## config.mk

```make
export PLATFORM = sky130hd
export DESIGN_NAME = cursor_ctrl
export DESIGN_NICKNAME = d
export VERILOG_FILES = /design/src/rtl/cursor_ctrl.sv
export SDC_FILE = /design/constraint.sdc
export NUM_CORES = 1
export LEC_CHECK = 0
export CAP_MARGIN = 25
export CORE_MARGIN = 2
export CORE_UTILIZATION = 50
export CTS_BUF_LIST = sky130_fd_sc_hd__clkbuf_4 sky130_fd_sc_hd__clkbuf_8
export DETAILED_ROUTE_END_ITERATION = 6
export GPL_TIMING_DRIVEN = 0
export PLACE_DENSITY = 0.69
export SYNTH_ARGS = -nofsm -noshare
export SYNTH_HDL_FRONTEND = slang
export SYNTH_SLANG_ARGS = --single-unit
export TNS_END_PERCENT = 100
```

## constraint.sdc

```tcl
create_clock -name clk -period 3.2 [get_ports clk]
set_input_delay 0.48 -clock clk [delete_from_list [all_inputs] [get_ports clk]]
set_output_delay 0.48 -clock clk [all_outputs]
set_load 0.02 [all_outputs]
```

## src/rtl/cursor_ctrl.sv

```systemverilog
// Battleship input stage: synchronise and debounce the five push-buttons,
// then drive a saturating 10x10 cursor with hold-to-auto-repeat.

module cursor_ctrl_debounce #(
    parameter int DB_CYCLES = 500000
) (
    input  logic clk,
    input  logic reset,
    input  logic raw,
    output logic stable
);

    localparam int CW = $clog2(DB_CYCLES + 1);
    localparam logic [CW-1:0] CNT_LAST = CW'(DB_CYCLES - 1);
    localparam logic [CW-1:0] CNT_ONE  = CW'(1);

    logic          sync1;
    logic          sync2;
    logic [CW-1:0] cnt;

    always_ff @(posedge clk or negedge reset) begin
        if (!reset) begin
            sync1  <= 1'b0;
            sync2  <= 1'b0;
            stable <= 1'b0;
            cnt    <= '0;
        end else begin
            sync1 <= raw;
            sync2 <= sync1;
            if (sync2 == stable) begin
                cnt <= '0;
            end else if (cnt == CNT_LAST) begin
                // mismatch has persisted DB_CYCLES edges: accept it
                stable <= sync2;
                cnt    <= '0;
            end else begin
                cnt <= cnt + CNT_ONE;
            end
        end
    end

endmodule

module cursor_ctrl_repeat #(
    parameter int REPEAT_DELAY  = 50000000,
    parameter int REPEAT_PERIOD = 15000000
) (
    input  logic clk,
    input  logic reset,
    input  logic stable,
    output logic step
);

    localparam int HMAX = (REPEAT_DELAY > REPEAT_PERIOD) ?
                          REPEAT_DELAY : REPEAT_PERIOD;
    localparam int HW = $clog2(HMAX + 1);
    localparam logic [HW-1:0] H_DELAY  = HW'(REPEAT_DELAY);
    localparam logic [HW-1:0] H_PERIOD = HW'(REPEAT_PERIOD);
    localparam logic [HW-1:0] H_ONE    = HW'(1);

    logic          stable_q;
    logic          rep;
    logic [HW-1:0] hold;
    logic [HW-1:0] target;
    logic          press;
    logic          rep_hit;

    // first repeat waits the long delay, later ones the short period
    assign target  = rep ? H_PERIOD : H_DELAY;
    assign press   = stable & ~stable_q;
    assign rep_hit = stable & (hold == target);
    assign step    = press | rep_hit;

    always_ff @(posedge clk or negedge reset) begin
        if (!reset) begin
            stable_q <= 1'b0;
            rep      <= 1'b0;
            hold     <= '0;
        end else begin
            stable_q <= stable;
            if (!stable) begin
                rep  <= 1'b0;
                hold <= '0;
            end else if (rep_hit) begin
                rep  <= 1'b1;
                hold <= H_ONE;
            end else begin
                hold <= hold + H_ONE;
            end
        end
    end

endmodule

module cursor_ctrl #(
    parameter int DB_CYCLES     = 500000,
    parameter int REPEAT_DELAY  = 50000000,
    parameter int REPEAT_PERIOD = 15000000
) (
    input  logic       clk,
    input  logic       reset,
    input  logic       btn_u,
    input  logic       btn_d,
    input  logic       btn_l,
    input  logic       btn_r,
    input  logic       btn_c,
    input  logic       lock,
    output logic [3:0] sprite_row,
    output logic [3:0] sprite_col,
    output logic       btn_c_clean,
    output logic       cursor_moved
);

    localparam logic [3:0] POS_LAST = 4'd9;

    logic [4:0] raw;
    logic [4:0] stable;
    logic [3:0] step;
    logic       up;
    logic       dn;
    logic       lf;
    logic       rt;
    logic [3:0] row_n;
    logic [3:0] col_n;

    // bit order: u, d, l, r, c
    assign raw = {btn_c, btn_r, btn_l, btn_d, btn_u};

    for (genvar i = 0; i < 5; i++) begin : g_db
        cursor_ctrl_debounce #(
            .DB_CYCLES(DB_CYCLES)
        ) u_db (
            .clk   (clk),
            .reset (reset),
            .raw   (raw[i]),
            .stable(stable[i])
        );
    end

    for (genvar i = 0; i < 4; i++) begin : g_rep
        cursor_ctrl_repeat #(
            .REPEAT_DELAY (REPEAT_DELAY),
            .REPEAT_PERIOD(REPEAT_PERIOD)
        ) u_rep (
            .clk   (clk),
            .reset (reset),
            .stable(stable[i]),
            .step  (step[i])
        );
    end

    assign up = step[0] & ~lock;
    assign dn = step[1] & ~lock;
    assign lf = step[2] & ~lock;
    assign rt = step[3] & ~lock;

    assign btn_c_clean = stable[4];

    always_comb begin
        row_n = sprite_row;
        col_n = sprite_col;
        if (up && !dn && sprite_row != 4'd0) begin
            row_n = sprite_row - 4'd1;
        end else if (dn && !up && sprite_row != POS_LAST) begin
            row_n = sprite_row + 4'd1;
        end
        if (lf && !rt && sprite_col != 4'd0) begin
            col_n = sprite_col - 4'd1;
        end else if (rt && !lf && sprite_col != POS_LAST) begin
            col_n = sprite_col + 4'd1;
        end
    end

    always_ff @(posedge clk or negedge reset) begin
        if (!reset) begin
            sprite_row   <= 4'd0;
            sprite_col   <= 4'd0;
            cursor_moved <= 1'b0;
        end else begin
            sprite_row   <= row_n;
            sprite_col   <= col_n;
            cursor_moved <= (row_n != sprite_row) || (col_n != sprite_col);
        end
    end

endmodule

```

==> results of run 1 <==
-- worst max-delay path, stage by stage (launching register included) --
cell and delay (ps):
sky130_fd_sc_hd__dfrtp_1 410, sky130_fd_sc_hd__inv_1 70, sky130_fd_sc_hd__ha_1 140, sky130_fd_sc_hd__or4b_2 590, sky130_fd_sc_hd__nor4_1 180, sky130_fd_sc_hd__o2111ai_1 280
sky130_fd_sc_hd__a21boi_2 400, sky130_fd_sc_hd__nor3_1 130, sky130_fd_sc_hd__and4_1 230, sky130_fd_sc_hd__a311o_1 260
-- cell families (layout without fill, tap and decap cells) --
| group | count (synthesis) | count (layout) | share of synthesized area (%) |
|---|---|---|---|
| simple gates | 567 | 567 | 25.09 |
| mux | 6 | 6 | 0.6097 |
| flops | 231 | 231 | 52.17 |
| xor+xnor | 179 | 179 | 14.15 |
| compound gates | 60 | 60 | 3.692 |
| buf+inv | 62 | 155 | 2.145 |
| fa+ha+maj | 19 | 19 | 2.145 |
-- per-stage QoR --
step / cell area (um2) / setup WS [ps] / total power [mW] / utilization [%] / TNS (ps)
2_1_floorplan: 11080 / 650.4 / 3.067 / - / 0
5_1_grt: 12530 / 157.2 / 6.227 / 57.60 / 0
3_5_place_dp: 11630 / 221.1 / 3.160 / 53.47 / 0
6_report: 12530 / 389.7 / 5.989 / 57.60 / 0
3_3_place_gp: 11600 / -8175 / 3.156 / 53.32 / -1883540
4_1_cts: 12530 / 203.1 / 6.080 / 57.59 / 0
-- cell type report --
class / count / area, um2 / area share, %
Sequential cell: 231 / 5781 / 46.13
Multi-Input combinational cell: 831 / 5066 / 40.43
Clock buffer: 68 / 854.6 / 6.819
Tap cell: 280 / 350.3 / 2.796
Timing Repair Buffer: 18 / 202.7 / 1.617
Inverter: 37 / 138.9 / 1.108
Buffer: 25 / 98.84 / 0.7887
Clock inverter: 7 / 40.04 / 0.3195
-- report_power, final --
group | internal, mW | switching, mW | total [mW] | leakage, nW
combinational | 0.0389 | 0.0970 | 0.136 | 1.55
clock | 1.69 | 1.20 | 2.89 | 0.475
sequential | 2.95 | 0.0203 | 2.97 | 3.19
total | 4.67 | 1.32 | 5.99 | 5.21
-- sequential cells by signal, summed over array words and instances (netlist names) --
name	cells
g_db.u_db.stable	5
g_rep.u_rep.rep	4
g_rep.u_rep.hold	104
sprite_row	4
cursor_moved	1
g_db.u_db.cnt	95
g_db.u_db.sync1	5
sprite_col	4
g_rep.u_rep.stable_q	4
g_db.u_db.sync2	5
-- routing by layer --
layer / vias up / GRT usage, % / part of all wire [%]
li1: 3921 / - / -
met3: 31 / 3.090 / 3.2
met1: 3754 / 24.45 / 49
met5: - / 0 / 0
met4: 0 / 6.085 / 2.1
met2: 77 / 28.08 / 46
-- cell usage in the layout, fill, tap and decap left out, types with 11 or more instances in the layout --
cell / instances
sky130_fd_sc_hd__nand3_1: 74
sky130_fd_sc_hd__nand4_1: 31
sky130_fd_sc_hd__or3_1: 15
sky130_fd_sc_hd__nand2_1: 92
sky130_fd_sc_hd__dfrtp_1: 231
sky130_fd_sc_hd__clkbuf_1: 19
sky130_fd_sc_hd__and4_1: 11
sky130_fd_sc_hd__a21oi_1: 17
sky130_fd_sc_hd__xnor2_1: 62
sky130_fd_sc_hd__o21ai_0: 14
sky130_fd_sc_hd__ha_1: 19
sky130_fd_sc_hd__nor3_1: 19
sky130_fd_sc_hd__clkbuf_8: 55
sky130_fd_sc_hd__clkbuf_4: 13
sky130_fd_sc_hd__nor2_1: 220
sky130_fd_sc_hd__and3_1: 36
sky130_fd_sc_hd__xor2_1: 117
sky130_fd_sc_hd__inv_1: 37
sky130_fd_sc_hd__nor4_1: 12
sky130_fd_sc_hd__clkdlybuf4s50_1: 16
-- final timing paths --
| path | cells past startpoint | endpoint |
|---|---|---|
| max | 9 | sprite_row[2] |
| min | 1 | g_rep[3].u_rep.hold[7] |
| max reg2reg | 9 | sprite_row[2] |
| min reg2reg | 0 | g_db[4].u_db.sync2 |
| max in group asynchronous | 2 | g_rep[0].u_rep.hold[16] |
| min in group clk | 0 | g_db[4].u_db.sync2 |
==> results.cfg, run 1 <==
[cells_and_area]
n_antenna_cell = 0
nNetsFinal = 1212
instances_no_fill = 1497
area.growth.synth_to_final_pct = 13.10
fill_cells = 1886
share_of_cells_above_drive_strength_1_pct = 8.463

[yosys]
syn_area_mm2 = 0.01108
ys.warnings.count = 0
yosys-top-cells-area = sky130_fd_sc_hd__dfrtp_1, sky130_fd_sc_hd__xor2_1, sky130_fd_sc_hd__nor2_1, sky130_fd_sc_hd__xnor2_1, sky130_fd_sc_hd__nand3_1
register_area_share_after_synthesis_pct = 52.17
synth_area_leader_cell = sky130_fd_sc_hd__dfrtp_1
synth-async-reset-ratio_pct = 100.0
commonest_register_cell_after_synthesis = sky130_fd_sc_hd__dfrtp_1
synth.net_count = 1151
synth_cell_type_count = 52
post_synth.cell_area_avg_um2 = 9.858
yosys.area.top_type_share_pct = 52.17
yosys.cell_count.top_type = sky130_fd_sc_hd__dfrtp_1
synth-edff-count = 0
synth-seq-cells = 231
post_synth_inst_count = 1124
synth_commonest_cells = sky130_fd_sc_hd__dfrtp_1, sky130_fd_sc_hd__nor2_1, sky130_fd_sc_hd__xor2_1

[timing]
timing_hold_violations_final = 0
worst_slew_margin_relative_to_its_limit_pct = 43.30
timing.fmax_mhz = 355.8
rsz0062_at_grt = false
finalCritPeriodShare_pct = 87.82
timing_max_transition_violations_final = 0
timing.final.crit_period_ps = 2810
worstMarginPinSlew_ps = 850.5
hold_ws_ps = 31.54
finalSetupViolCount = 0
finalClockSkew_ps = 21.33

[global_route]
grt.total_usage_pct = 17.59
grt.overflow.total = 0
grt_pass1_vias = 7845
global_route_wire_length_before_repair_um = 35620
grt_max_degree = 119
antenna_found_initial = 0

[clock_tree]
post_cts.resized_instances = 0
numCtsBuffers = 41
cts_max_level = 2
cts_buffer_depth = 3
insertion_delay_ps = 540
clock_tree_from_tritoncts = yes
clkSlewWorstSetupHoldPaths_ps = 60
number_of_hold_buffers_added_after_cts = 0
cts_post_setup_buffers_inserted = 0
tritoncts_num_sinks = 231
clock_tree.root_cell = sky130_fd_sc_hd__clkbuf_8

[power_and_ir_drop]
powerDensity_mw_per_mm2 = 477.9
ir_worst_vdd_v = 0.0002918
leakage_nw = 5.209

[die]
floorplan.die_area_mm2 = 0.02337
start_util_pct = 50.93
placeableCoreArea_mm2 = 0.02176
die-width_um = 152.9
io-pin-count = 18
rows = 54
die_height_um = 152.9

[placed_design]
io_buffers = 17
place_congestion = 0.7648
hpwl_um = 12830
post-place-cells = 1422

[detailed_routing]
first_pass_iters = 4
finalWirelength_um = 19600
avgViaCountPerCell = 5.199
via_count = 7783
drc_errors = 0
post_drt_wl_per_cell_um = 13.09
detailedRoute.firstIterationViolations = 340
postRouteAntennaNets = 0

[critical_path]
required_ps = 3610
r2r_setup_slack_ps = 390
critical_path_class = register to register
worstSetupStartpoint = g_rep[1].u_rep.hold[0]
cp_data_arrival_time_ps = 3220
crit_path_max_fanout = 5
critPathLaunchType = register
end_kind = register
worst_r2r_startpoint = g_rep[1].u_rep.hold[0]

[min_path]
hp-class = input pin to asynchronous set/reset pin

[outcome]
status = finished clean

[flow_run]
cap_violations = 0
Power figures use the tool's default switching activity.
==> inputs of run 2 (changes only) <==
--- a/config.mk
+++ b/config.mk
@@ -12,6 +12,7 @@
 export DETAILED_ROUTE_END_ITERATION = 6
 export GPL_TIMING_DRIVEN = 0
 export PLACE_DENSITY = 0.69
+export SETUP_SLACK_MARGIN = 0.4
 export SYNTH_ARGS = -nofsm -noshare
 export SYNTH_HDL_FRONTEND = slang
 export SYNTH_SLANG_ARGS = --single-unit
==> run 2 against run 1 <==
Against the previous run:
- register-to-register slack improved by 110 ps
- wire length hardly changed
- global-route usage is essentially flat
- critical path depth down 2
- non-clock buffer count up 2
- sequential share of layout area shrank 0.17 points
- clock power is essentially flat
- worst hold slack improved by 5.9 ps
- power barely moved
- first-iteration DRC count fell by 2.9%
- critical path type unchanged
- highest routed layer unchanged
==> results.cfg, run 2 (same netlist as run 1, synthesis figures left out) <==
[cells_and_area]
largest_reg_flops = 104
top_register = g_rep.u_rep.hold
layout_commonest_cell = sky130_fd_sc_hd__dfrtp_1
nNetsFinal = 1214
post-route-cell-area_mm2 = 0.01258
instances_no_fill = 1499
commonest_non_fill_non_tap_cells_in_the_layout = sky130_fd_sc_hd__dfrtp_1, sky130_fd_sc_hd__nor2_1, sky130_fd_sc_hd__xor2_1
largestRegisters = g_rep.u_rep.hold: 104 flops, g_db.u_db.cnt: 95 flops
final-seq-area_mm2 = 0.005781
fill_cells = 1879
final_util_pct = 57.82
share_of_cells_above_drive_strength_1_pct = 9.024
area.growth.synth_to_final_pct = 13.53
multi_input_area_mm2 = 0.005092
n_antenna_cell = 0

[global_route]
antenna_found_initial = 0
grt.overflow.total = 0
global_route_wire_length_before_repair_um = 35630
grt.total_usage_pct = 17.60
grt_max_degree = 119
grt_pass1_vias = 7851

[placed_design]
hpwl_um = 12830
post_dp_cell_area_mm2 = 0.01163
io_buffers = 17
post-place-cells = 1422
place_congestion = 0.7648

[timing]
worst_slew_margin_relative_to_its_limit_pct = 43.28
timing_hold_violations_final = 0
finalCritPeriodShare_pct = 84.46
timing_max_transition_violations_final = 0
timing.fmax_mhz = 370.0
rsz0062_at_grt = true
finalClockSkew_ps = 19.53
worstMarginPinSlew_ps = 850.8
timing.final.crit_period_ps = 2703
finalSetupViolCount = 0
summed_negative_setup_slack_over_all_endpoints_ps = 0

[clock_tree]
cts_max_level = 2
tritoncts_num_sinks = 231
insertion_delay_ps = 530
cts_buffer_depth = 3
clkSlewWorstSetupHoldPaths_ps = 60
number_of_hold_buffers_added_after_cts = 0
numCtsBuffers = 41
clock_tree.root_cell = sky130_fd_sc_hd__clkbuf_8
clock_tree_from_tritoncts = yes

[critical_path]
required_ps = 3660
slowest_delay_ps = 560
end_kind = register
regToRegEndpoint = sprite_row[1]
critical_path.cell_chain = or4bb_1, o22a_1, nor4_4, o21ai_1, or4_4, mux2_2, nand2_1
critical_path_class = register to register
cp_top_family = simple AND/OR/NAND/NOR gates
worst_r2r_startpoint = g_rep[0].u_rep.rep
crit_path_max_fanout = 5
cp_slowest_cell = sky130_fd_sc_hd__or4_4
cp_data_arrival_time_ps = 3160
r2r_setup_slack_ps = 500
timing.reg2reg.worst_path_depth = 7
cp_num_buf_inv = 0
critPathLaunchType = register

[power_and_ir_drop]
power_share_of_the_combinational_group_pct = 2.3
seq_power_share_pct = 49.5
clockPowerShare_pct = 48.2
power.switching_fraction_pct = 21.99
p_int_mw = 4.671
powerDensity_mw_per_mm2 = 476.0
ir_worst_vdd_v = 0.0002918
leakage_nw = 5.229
p_switching_mw = 1.317

[min_path]
hp-class = input pin to asynchronous set/reset pin

[detailed_routing]
detailedRoute.firstIterationViolations = 330
postRouteAntennaNets = 0
first_pass_iters = 4
finalWirelength_um = 19590
via_count = 7796
drc_errors = 0
post_drt_wl_per_cell_um = 13.07
avgViaCountPerCell = 5.201

[outcome]
status = finished clean

[die]
rows = 54
io-pin-count = 18
die-width_um = 152.9
floorplan.die_area_mm2 = 0.02337
die_height_um = 152.9
start_util_pct = 50.93
placeableCoreArea_mm2 = 0.02176

[flow_run]
cap_violations = 0
[run 2: how the worst max path moves through the flow]
stage                                 start  cells after the start  slack, ps              endpoint
finish                   g_rep[0].u_rep.rep                      7        500         sprite_row[1]
global route             g_rep[0].u_rep.rep                      7        370         sprite_row[1]
CTS                 g_rep[3].u_rep.hold[19]                      7        420         sprite_col[1]
detailed placement   g_rep[1].u_rep.hold[0]                      9        220         sprite_row[2]
global placement                      reset                      1      -8170  g_db[0].u_db.cnt[12]
floorplan           g_rep[3].u_rep.hold[19]                      7        650         sprite_col[2]
[run 2: area by class of cell]
cell class	instances	area share [%]
sequential	231	45.95
clock buffer	68	6.793
tap	280	2.785
inverter	37	1.104
multi-input combinational	831	40.48
buffer	25	0.8355
clock inverter	7	0.3183
timing repair buffer	20	1.731
[run 2: through the flow]
step                total power [mW]  hold slack (ps)  setup WS (ps)
floorplan                      3.067            184.4          650.4
global placement               3.156            332.9          -8175
detailed placement             3.160            336.3          221.1
CTS                            6.080            59.12          417.2
global route                   6.227            113.3          368.0
finish                         5.988            37.40          497.4
[run 2: routing by layer]
metal  track usage (%)  vias up  wire length, um
met4             6.085        0              349
li1                  -     3924                -
met1             24.45     3766             9634
met3             3.090       27              610
met5                 0        -                0
met2             28.10       79             8991
[run 2: timing repair]
item,CTS,global route
endpoints found under the setup margin,2,48
pin swaps,1,3
gates resized for setup,1,9
buffers inserted,1,1
[run 2: power by group through the flow]
stage	logic, mW	registers (mW)	clock network (mW)
final	0.136	2.97	2.89
after global routing	0.164	2.97	3.10
after CTS	0.143	2.97	2.97
after detailed placement	0.142	3.02	0
after global placement	0.136	3.02	0
after floorplan	0.0521	3.02	0
